--- src/rtl/cdr_rate_meter.sv ---
`default_nettype none
// +----------------------------------------------------------------------------+
// | Module   : cdr_rate_meter                                                  |
// | Purpose  : Counts CDR toggle edges over a fixed window of sys_clk cycles   |
// |            and flags counts outside the band exp_cnt +/- tol.              |
// | Revision : 1.0  initial release                                            |
// +----------------------------------------------------------------------------+
module cdr_rate_meter #(
    parameter int WIN_CYCLES  = 1024,
    parameter int CNT_W       = 16,
    parameter int SYNC_STAGES = 2
) (
    input  logic             sys_clk,
    input  logic             sys_arst_n,
    input  logic             en,
    input  logic             cdr_tgl,
    input  logic [CNT_W-1:0] exp_cnt,
    input  logic [CNT_W-1:0] tol,
    output logic [CNT_W-1:0] cnt_out,
    output logic             meas_valid,
    output logic             too_fast,
    output logic             too_slow,
    output logic             cnt_sat,
    output logic             busy
);

    localparam int WIN_W = $clog2(WIN_CYCLES);
    localparam int SET_W = $clog2(SYNC_STAGES + 1);
    localparam logic [WIN_W-1:0] WIN_LAST = WIN_W'(WIN_CYCLES - 1);
    localparam logic [SET_W-1:0] SET_LAST = SET_W'(SYNC_STAGES);
    localparam logic [CNT_W-1:0] CNT_MAX  = '1;

    typedef enum logic [1:0] {
        ST_IDLE    = 2'd0,
        ST_SETTLE  = 2'd1,
        ST_MEASURE = 2'd2
    } state_t;

    state_t                 state_q,    state_d;
    logic [SYNC_STAGES-1:0] sync_q,     sync_d;
    logic                   hist_q,     hist_d;
    logic [SET_W-1:0]       settle_q,   settle_d;
    logic [WIN_W-1:0]       win_q,      win_d;
    logic [CNT_W-1:0]       edge_cnt_q, edge_cnt_d;
    logic                   sat_q,      sat_d;
    logic [CNT_W-1:0]       cnt_out_q,  cnt_out_d;
    logic                   valid_q,    valid_d;
    logic                   fast_q,     fast_d;
    logic                   slow_q,     slow_d;
    logic                   csat_q,     csat_d;
    logic                   busy_q,     busy_d;

    logic                   tgl_edge;
    logic [CNT_W-1:0]       cnt_inc;
    logic                   sat_inc;
    logic [CNT_W:0]         cnt_ext;
    logic [CNT_W:0]         exp_ext;
    logic [CNT_W:0]         tol_ext;

    // Synchronizer and history flop run unconditionally so no edge is lost
    // across window boundaries.
    always_comb begin
        sync_d   = {sync_q[SYNC_STAGES-2:0], cdr_tgl};
        hist_d   = sync_q[SYNC_STAGES-1];
        tgl_edge = sync_q[SYNC_STAGES-1] ^ hist_q;
    end

    always_comb begin
        cnt_inc = edge_cnt_q;
        sat_inc = 1'b0;
        if (tgl_edge) begin
            if (edge_cnt_q == CNT_MAX) begin
                sat_inc = 1'b1;
            end else begin
                cnt_inc = edge_cnt_q + CNT_W'(1);
            end
        end
    end

    // One extra bit keeps exp_cnt + tol and cnt + tol from wrapping.
    always_comb begin
        cnt_ext = {1'b0, cnt_inc};
        exp_ext = {1'b0, exp_cnt};
        tol_ext = {1'b0, tol};
    end

    always_comb begin
        state_d    = state_q;
        settle_d   = settle_q;
        win_d      = win_q;
        edge_cnt_d = edge_cnt_q;
        sat_d      = sat_q;
        cnt_out_d  = cnt_out_q;
        fast_d     = fast_q;
        slow_d     = slow_q;
        csat_d     = csat_q;
        valid_d    = 1'b0;

        case (state_q)
            ST_IDLE: begin
                settle_d   = '0;
                win_d      = '0;
                edge_cnt_d = '0;
                sat_d      = 1'b0;
                if (en) begin
                    state_d = ST_SETTLE;
                end
            end

            ST_SETTLE: begin
                win_d      = '0;
                edge_cnt_d = '0;
                sat_d      = 1'b0;
                if (!en) begin
                    state_d  = ST_IDLE;
                    settle_d = '0;
                end else if (settle_q == SET_LAST) begin
                    state_d  = ST_MEASURE;
                    settle_d = '0;
                end else begin
                    settle_d = settle_q + SET_W'(1);
                end
            end

            ST_MEASURE: begin
                if (win_q == WIN_LAST) begin
                    cnt_out_d  = cnt_inc;
                    csat_d     = sat_q | sat_inc;
                    fast_d     = cnt_ext > (exp_ext + tol_ext);
                    slow_d     = (cnt_ext + tol_ext) < exp_ext;
                    valid_d    = 1'b1;
                    win_d      = '0;
                    edge_cnt_d = '0;
                    sat_d      = 1'b0;
                    if (!en) begin
                        state_d = ST_IDLE;
                    end
                end else if (!en) begin
                    state_d    = ST_IDLE;
                    win_d      = '0;
                    edge_cnt_d = '0;
                    sat_d      = 1'b0;
                end else begin
                    win_d      = win_q + WIN_W'(1);
                    edge_cnt_d = cnt_inc;
                    sat_d      = sat_q | sat_inc;
                end
            end

            default: begin
                state_d    = ST_IDLE;
                settle_d   = '0;
                win_d      = '0;
                edge_cnt_d = '0;
                sat_d      = 1'b0;
            end
        endcase

        busy_d = (state_d != ST_IDLE);
    end

    always_ff @(posedge sys_clk or negedge sys_arst_n) begin
        if (!sys_arst_n) begin
            state_q    <= ST_IDLE;
            sync_q     <= '0;
            hist_q     <= 1'b0;
            settle_q   <= '0;
            win_q      <= '0;
            edge_cnt_q <= '0;
            sat_q      <= 1'b0;
            cnt_out_q  <= '0;
            valid_q    <= 1'b0;
            fast_q     <= 1'b0;
            slow_q     <= 1'b0;
            csat_q     <= 1'b0;
            busy_q     <= 1'b0;
        end else begin
            state_q    <= state_d;
            sync_q     <= sync_d;
            hist_q     <= hist_d;
            settle_q   <= settle_d;
            win_q      <= win_d;
            edge_cnt_q <= edge_cnt_d;
            sat_q      <= sat_d;
            cnt_out_q  <= cnt_out_d;
            valid_q    <= valid_d;
            fast_q     <= fast_d;
            slow_q     <= slow_d;
            csat_q     <= csat_d;
            busy_q     <= busy_d;
        end
    end

    assign cnt_out    = cnt_out_q;
    assign meas_valid = valid_q;
    assign too_fast   = fast_q;
    assign too_slow   = slow_q;
    assign cnt_sat    = csat_q;
    assign busy       = busy_q;

endmodule
`default_nettype wire
--- config.mk ---
export PLATFORM = sky130hd
export DESIGN_NAME = cdr_rate_meter
export DESIGN_NICKNAME = d
export VERILOG_FILES = /design/src/rtl/cdr_rate_meter.sv
export SDC_FILE = /design/constraint.sdc
export NUM_CORES = 1
export LEC_CHECK = 0
export BUFFER_PORTS_ARGS = -buffer_cell sky130_fd_sc_hd__buf_2
export CORE_UTILIZATION = 60
export CTS_BUF_LIST = sky130_fd_sc_hd__clkbuf_8
export DETAILED_ROUTE_END_ITERATION = 10
export PLACE_DENSITY_LB_ADDON = 0.2
export SLEW_MARGIN = 20
export SYNTH_ARGS = -nofsm -noshare
export SYNTH_HDL_FRONTEND = slang
export SYNTH_SLANG_ARGS = --single-unit
--- constraint.sdc ---
create_clock -name sys_clk -period 10.7 [get_ports sys_clk]
set_input_delay 1.07 -clock sys_clk [delete_from_list [all_inputs] [get_ports sys_clk]]
set_output_delay 1.07 -clock sys_clk [all_outputs]
set_load 0.1 [all_outputs]
==> results of run 1 <==
==> power groups by stage <==
stage	clock network [mW]	registers, mW	logic, mW
global route	0.141	0.210	0.116
detailed placement	0	0.214	0.102
global placement	0	0.214	0.0986
CTS	0.135	0.210	0.103
floorplan	0	0.216	0.0702
finish	0.132	0.210	0.102
==> how the worst max path moves through the flow <==
stage                        from  endpoint  slack [ns]
detailed placement  edge_cnt_q[3]  too_slow        5.69
global placement    edge_cnt_q[3]  too_slow        5.93
CTS                 edge_cnt_q[3]  too_slow        5.67
finish              edge_cnt_q[4]  too_slow        5.65
floorplan           edge_cnt_q[3]  too_slow        6.19
global route        edge_cnt_q[3]  too_slow        5.23
==> worst register-to-register path, stage by stage, from the launching register on <==
cell,delay [ns]
dfrtp_1,0.43
and4_1,0.33
nand4_1,0.16
nor3_2,0.25
nor2_1,0.13
xnor2_2,0.25
inv_1,0.07
ha_1,0.21
fa_1,0.40
a21o_1,0.19
a21oi_1,0.21
o21ai_1,0.13
o31a_1,0.33
a21boi_2,0.20
o21bai_1,0.11
xor2_1,0.15
ha_1,0.29
a21oi_1,0.15
nor2b_1,0.07
a2111oi_0,0.43
o211ai_1,0.15
a21oi_1,0.17
o21ai_0,0.10
nand2_1,0.07
==> kinds of logic after synthesis <==
logic type	after synthesis	share of synthesized area (%)
flops	55	30.9
simple gates	161	17.0
xor+xnor	46	9.23
compound gates	121	18.0
fa+ha+maj	69	19.7
mux	6	1.38
buf+inv	43	3.71
==> layer usage <==
layer	routed length, um	up-vias	GRT usage [%]
met4	229	0	8.21
met3	433	22	4.34
met5	0	-	0
met2	4430	95	42.8
li1	-	1887	-
met1	4420	1766	35.6
==> layout by cell type (no fill, tap or decap), drive strengths merged, types with 2 or more instances in the layout <==
master    n
o21ai    29
dfrtp    55
and2      7
o21bai    2
nand4    12
a21oi    34
nand3    20
xor2     25
and4      3
a211oi    3
a31oi     3
nor2b     5
nor2     52
nor3      8
clkbuf    5
a2111oi   2
inv      38
o211ai    6
o21a      5
fa        2
and3      3
ha       67
a21o     25
xnor2    21
nand2    46
mux2i     5
a21boi    3
buf      58
nand2b    5
==> area by class of cell <==
| type | count | area [um2] |
|---|---|---|
| clock inverters | 2 | 33.8 |
| fillers | 611 | 2270 |
| multi-input cells | 403 | 2910 |
| clock buffers | 5 | 68.8 |
| well taps | 99 | 124 |
| repair buffers | 58 | 295 |
| flip-flops and latches | 55 | 1380 |
| inverters | 37 | 139 |
==> sequential cells by signal, indices dropped and copies added, names as in the netlist <==
name	cells
busy	1
cnt_out	16
cnt_sat	1
edge_cnt_q	16
hist_q	1
meas_valid	1
sat_q	1
settle_q	2
state_q	2
sync_q	2
too_fast	1
too_slow	1
win_q	10
==> stage by stage <==
stage	hold WS [ns]	cell area (um2)	instances	util [%]
after floorplan	0.331	4450	501	-
after global placement	0.336	4840	652	67.1
after detailed placement	0.346	4840	652	67.1
after CTS	0.363	4940	659	68.5
after global routing	0.381	4940	659	68.5
final	0.364	4940	659	68.5
==> cell usage after synthesis (all sizes together) <==
library cell / instances / share of area (%)
xnor2: 21 / 4.3
a22o: 1 / 0.20
nor2b: 5 / 0.70
dfrtp: 55 / 31
nand2: 46 / 3.9
o41ai: 1 / 0.20
a21oi: 34 / 3.8
a21boi: 3 / 0.59
ha: 67 / 19
o31a: 1 / 0.20
o211ai: 6 / 1.0
and4: 3 / 0.65
o21ai: 29 / 3.3
a211o: 1 / 0.20
o32ai: 1 / 0.20
and2: 7 / 0.98
a22oi: 1 / 0.17
nand2b: 5 / 0.70
a21o: 25 / 4.2
o21a: 5 / 0.84
a2111oi: 2 / 0.82
a31o: 1 / 0.20
clkbuf: 5 / 0.42
nand3: 20 / 2.5
a31oi: 3 / 0.42
xor2: 25 / 4.9
and3: 3 / 0.42
nor3: 8 / 1.1
a211oi: 3 / 0.73
mux2i: 5 / 1.1
o21bai: 2 / 0.34
a311oi: 1 / 0.34
nor2: 52 / 4.4
inv: 37 / 3.1
mux2: 1 / 0.25
a32o: 1 / 0.23
fa: 2 / 0.90
nand4: 12 / 1.7
buf: 1 / 0.17
==> results.sh, run 1 <==
export IMPL_diodes=0
export IMPL_antenna_found_initial=0
export IMPL_leakagePower_nw=2.68
export IMPL_cts_reportedPaths_clkPinSlew_ns=0.09
export IMPL_start_util_pct=61.7
export IMPL_fmax_ghz=0.198
export IMPL_p_total_mw=0.445
export IMPL_hp_start="sync_q[0]"
export IMPL_dieArea_mm2=0.00776
export IMPL_switching_share_pct=27.9
export IMPL_chipHeight_um=88.1
export IMPL_clock_sinks=55
export IMPL_cp_slowest_cell="dfrtp_1"
export IMPL_ys_types=48
export IMPL_max_cap_violations=0
export IMPL_grt_pass1_wl_mm=15.8
export IMPL_p_switching_mw=0.124
export IMPL_skew_ns=0.00496
export IMPL_syn_to_final_growth_pct=11.1
export IMPL_power_density_mw_per_mm2=90.0
export IMPL_slew_limit_headroom_pct=45.9
export IMPL_rsz0062_at_grt="no"
export IMPL_grtUsageTotal_pct=26.2
export IMPL_finalWorstSetupSlack_ns=5.65
export IMPL_startpoint_type="register"
export IMPL_ff2ff_path_depth=23
export IMPL_yosys_warnings=0
export IMPL_cp_cell_sequence="and4_1, nand4_1, nor3_2, nor2_1, xnor2_2, inv_1, ha_1, fa_1, a21o_1, a21oi_1, o21ai_1, o31a_1, a21boi_2, o21bai_1, xor2_1, ha_1, a21oi_1, nor2b_1, a2111oi_0, o211ai_1, a21oi_1, o21ai_0, nand2_1"
export IMPL_viasPerCell=5.72
export IMPL_coreArea_mm2=0.00721
export IMPL_r2r_end="too_slow"
export IMPL_min_period_over_period_pct=47.2
export IMPL_setup_viol=0
export IMPL_clkLatencyLatePin_ns=0.31
export IMPL_drt_wl_total_mm=9.51
export IMPL_core_rowCount=31
export IMPL_status="completed"
export IMPL_grt_ovfl_total=0
export IMPL_grt_start_max_net_pins=56
export IMPL_syn_inst=501
export IMPL_timing_rr_start="edge_cnt_q[4]"
export IMPL_port_buffer_count=56
export IMPL_cp_common_cell="a21oi_1"
export IMPL_cp_required_ns=10.95
export IMPL_r2r_setup_slack_ns=5.65
export IMPL_cts_buffers=5
export IMPL_p_int_mw=0.321
export IMPL_worstHoldPathCells=0
export IMPL_synth_seq_cells=55
export IMPL_nets=665
export IMPL_cts_resized=0
export IMPL_first_pass_iters=4
export IMPL_critPathTopFamily="compound AO/OA/AOI/OAI gates"
export IMPL_tns_ns=0
export IMPL_synth_cell_area_mm2=0.00445
export IMPL_wire_per_inst_um=14.4
export IMPL_p_seq_share_pct=47.2
export IMPL_clock_root_buffer="clkbuf_8"
export IMPL_cp_num_cells=23
export IMPL_cts_setup_buffers=0
export IMPL_yosysSeqAreaShare_pct=30.9
export IMPL_ctsHoldBuffers=0
export IMPL_syn_num_nets=606
export IMPL_path_class="reg2reg"
export IMPL_p_clk_share_pct=29.7
export IMPL_io_pins=57
export IMPL_layout_drive_gt1_share_pct=13.8
export IMPL_avgSynthCellArea_um2=8.88
export IMPL_drc=0
export IMPL_arrival_ns=5.30
export IMPL_crit_path_max_fanout=6
export IMPL_die_x_um=88.1
export IMPL_ant_nets=0
export IMPL_period_needed_ns=5.05
export IMPL_combPwrFrac_pct=23.0
export IMPL_slew_viol_final=0
export IMPL_cts_tree="done"
export IMPL_dp_slack_ns=5.69
export IMPL_first_global_vias=3486
export IMPL_hold_viol=0
export IMPL_dp_hpwl_mm=7.74
export IMPL_drtIter0Drc=233
export IMPL_clockBufferDepth=2
export IMPL_gp_congestion=0.917
export IMPL_tightest_slew_ns=0.811
export IMPL_h_tree_depth=2
export IMPL_hold_path_class="reg2reg"
export IMPL_crit_path_end_kind="register"
export IMPL_vias=3770
export IMPL_ir_worst_vdd_uv=67.6
export IMPL_whs_endpoint="sync_q[1]"
export IMPL_max_stage_delay_ns=0.43
export IMPL_critPathBufInv=1
(Power assumes the default switching activity.)
==> run 2: changes to the inputs <==
--- a/config.mk
+++ b/config.mk
@@ -5,8 +5,9 @@
 export SDC_FILE = /design/constraint.sdc
 export NUM_CORES = 1
 export LEC_CHECK = 0
+export ABC_AREA = 1
 export BUFFER_PORTS_ARGS = -buffer_cell sky130_fd_sc_hd__buf_2
-export CORE_UTILIZATION = 60
+export CORE_UTILIZATION = 55
 export CTS_BUF_LIST = sky130_fd_sc_hd__clkbuf_8
 export DETAILED_ROUTE_END_ITERATION = 10
 export PLACE_DENSITY_LB_ADDON = 0.2
==> constraint.sdc (replaced) <==
create_clock -name sys_clk -period 4.5 [get_ports sys_clk]
set_input_delay 0.45 -clock sys_clk [delete_from_list [all_inputs] [get_ports sys_clk]]
set_output_delay 0.45 -clock sys_clk [all_outputs]
set_load 0.1 [all_outputs]
==> results.sh, run 2 <==
export IMPL_hold_viol=0
export IMPL_min_period_over_period_pct=92.1
export IMPL_max_cap_violations=0
export IMPL_fmax_ghz=0.241
export IMPL_cts_reportedPaths_clkPinSlew_ns=0.10
export IMPL_max_stage_delay_ns=0.40
export IMPL_ctsHoldBuffers=0
export IMPL_antenna_found_initial=0
export IMPL_nets=788
export IMPL_cp_required_ns=4.71
export IMPL_cts_setup_buffers=0
export IMPL_drc=0
export IMPL_rsz0062_at_grt="no"
export IMPL_viasPerCell=5.23
export IMPL_clock_sinks=55
export IMPL_layout_drive_gt1_share_pct=12.6
export IMPL_drt_wl_total_mm=10.4
export IMPL_syn_to_final_growth_pct=11.3
export IMPL_synth_cell_area_mm2=0.00473
export IMPL_clockBufferDepth=2
export IMPL_crit_path_end_kind="register"
export IMPL_synth_seq_cells=55
export IMPL_yosysMostFrequentCell="nand2_1"
export IMPL_startpoint_type="register"
export IMPL_synth_top_area_share_pct=29.1
export IMPL_die_x_um=94.7
export IMPL_p_total_mw=1.19
export IMPL_final_common_cell="nand2_1"
export IMPL_ir_worst_vdd_uv=193
export IMPL_synth_area_leader_cell="dfrtp_1"
export IMPL_cp_slowest_cell="dfrtp_1"
export IMPL_wire_per_inst_um=13.2
export IMPL_grtUsageTotal_pct=25.0
export IMPL_core_rowCount=33
export IMPL_crit_path_max_fanout=9
export IMPL_period_needed_ns=4.15
export IMPL_tns_ns=0
export IMPL_grt_ovfl_total=0
export IMPL_yosys_warnings=0
export IMPL_io_pins=57
export IMPL_fill_cells=752
export IMPL_cts_tree="done"
export IMPL_avgSynthCellArea_um2=7.59
export IMPL_async_flop_share_pct=100
export IMPL_grt_start_max_net_pins=56
export IMPL_tightest_slew_ns=0.766
export IMPL_synth_main_ff_cell="dfrtp_1"
export IMPL_slew_viol_final=0
export IMPL_diodes=0
export IMPL_status="completed"
export IMPL_dp_hpwl_mm=8.46
export IMPL_ys_types=43
export IMPL_grt_pass1_wl_mm=17.5
export IMPL_synthTopCellsByArea="dfrtp_1, ha_1, nand2_1"
export IMPL_power_density_mw_per_mm2=226
export IMPL_clkLatencyLatePin_ns=0.31
export IMPL_synth_top_cells_by_count="nand2_1, inv_1, ha_1"
export IMPL_first_pass_iters=5
export IMPL_clock_root_buffer="clkbuf_8"
export IMPL_setup_viol=0
export IMPL_h_tree_depth=2
export IMPL_synth_edf_count=0
export IMPL_gp_congestion=0.905
export IMPL_yosysSeqAreaShare_pct=29.1
export IMPL_slew_limit_headroom_pct=48.8
export IMPL_port_buffer_count=56
export IMPL_ant_nets=0
export IMPL_vias=4124
export IMPL_arrival_ns=4.36
export IMPL_cp_common_cell="nand2_1"
export IMPL_syn_inst=623
export IMPL_first_global_vias=3942
export IMPL_chipHeight_um=94.7
export IMPL_mostFrequentLayoutCells="nand2_1, inv_1, ha_1"
export IMPL_path_class="reg2reg"
export IMPL_drtIter0Drc=182
export IMPL_skew_ns=0.00718
export IMPL_syn_num_nets=728
export IMPL_dieArea_mm2=0.00898
export IMPL_cts_buffers=5
export IMPL_leakagePower_nw=2.94
export IMPL_hold_path_class="in2reg"
export IMPL_start_util_pct=57.3
export IMPL_coreArea_mm2=0.00826
-- run 2: cell count changes in the layout (fill, tap and decap cells not counted), sizes merged, moves of 6 or more --
cell	before	now
xor2	25	32
o211ai	6	0
inv	38	94
nand3	20	34
xnor2	21	11
nand3b	0	6
nand2	46	150
nor3	8	16
nand4	12	6
a21o	25	3
-- run 2: final timing paths --
path	start	endpoint	slack, ns	cells after the start
setup / recovery	edge_cnt_q[0]	too_slow	0.35	28
hold / removal	cdr_tgl	sync_q[0]	0.23	1
setup reg to reg	edge_cnt_q[0]	too_slow	0.35	28
hold reg to reg	sync_q[0]	sync_q[1]	0.36	0
max in group asynchronous	sys_arst_n	cnt_out[10]	3.79	2
min in group asynchronous	sys_arst_n	cnt_out[2]	0.25	2
-- run 2: kinds of logic (layout without fill, tap and decap cells) --
logic type | after synthesis | count (layout) | share of synthesized area, %
DFF | 55 | 55 | 29.1
buffers and inverters | 99 | 160 | 8.09
adders and majority gates | 69 | 69 | 18.6
AOI/OAI and AO/OA | 84 | 84 | 9.87
xor gates and xnor gates | 43 | 43 | 8.28
and+or+nand+nor | 273 | 273 | 26.1
-- run 2: report_power, final --
part | internal (mW) | switching [mW] | leakage (nW)
clock | 0.222 | 0.162 | 0.0644
sequential | 0.497 | 0.00202 | 0.746
combinational | 0.118 | 0.192 | 2.13
-- run 2: metrics by stage --
stage / area [um2] / util (%) / instances / hold WS [ns] / worst slack, ns
after global placement: 5130 / 62.1 / 781 / 0.332 / 0.547
final: 5270 / 63.8 / 789 / 0.233 / 0.355
after floorplan: 4730 / - / 623 / 0.154 / 0.835
after detailed placement: 5130 / 62.1 / 781 / 0.336 / 0.344
after CTS: 5270 / 63.8 / 789 / 0.220 / 0.299
after global routing: 5270 / 63.8 / 789 / 0.218 / 0.0148
-- run 2: final cells by class --
type	count	area (um2)	share of cell area, %
Multi-Input combinational cell	469	2970	56.4
Sequential cell	55	1380	26.1
Inverter	94	355	6.75
Timing Repair Buffer	58	295	5.61
Tap cell	105	131	2.49
Clock buffer	5	68.8	1.31
Clock inverter	3	67.6	1.28
-- run 2: repair_timing --
item,in CTS,in global routing
hold endpoints to repair,0,0
setup endpoints to repair,0,1
gates resized for setup,0,1
-- run 2: worst max-delay path, delay by kind of cell (launching register included) --
kind	cells	cell delay, ns
and+or+nand+nor	19	1.76
adders and majority gates	3	0.84
AOI/OAI and AO/OA	3	0.54
DFF	1	0.40
xor gates and xnor gates	2	0.39
buffers and inverters	1	0.11
-- run 2: metal layers --
layer  GRT usage (%)  part of all wire, %  vias up
li1                -                    -     2145
met1            33.7                   49     1877
met2            42.8                   46       88
met3            3.06                  4.4       14
met4            5.43                  1.3        0
met5               0                    0        -
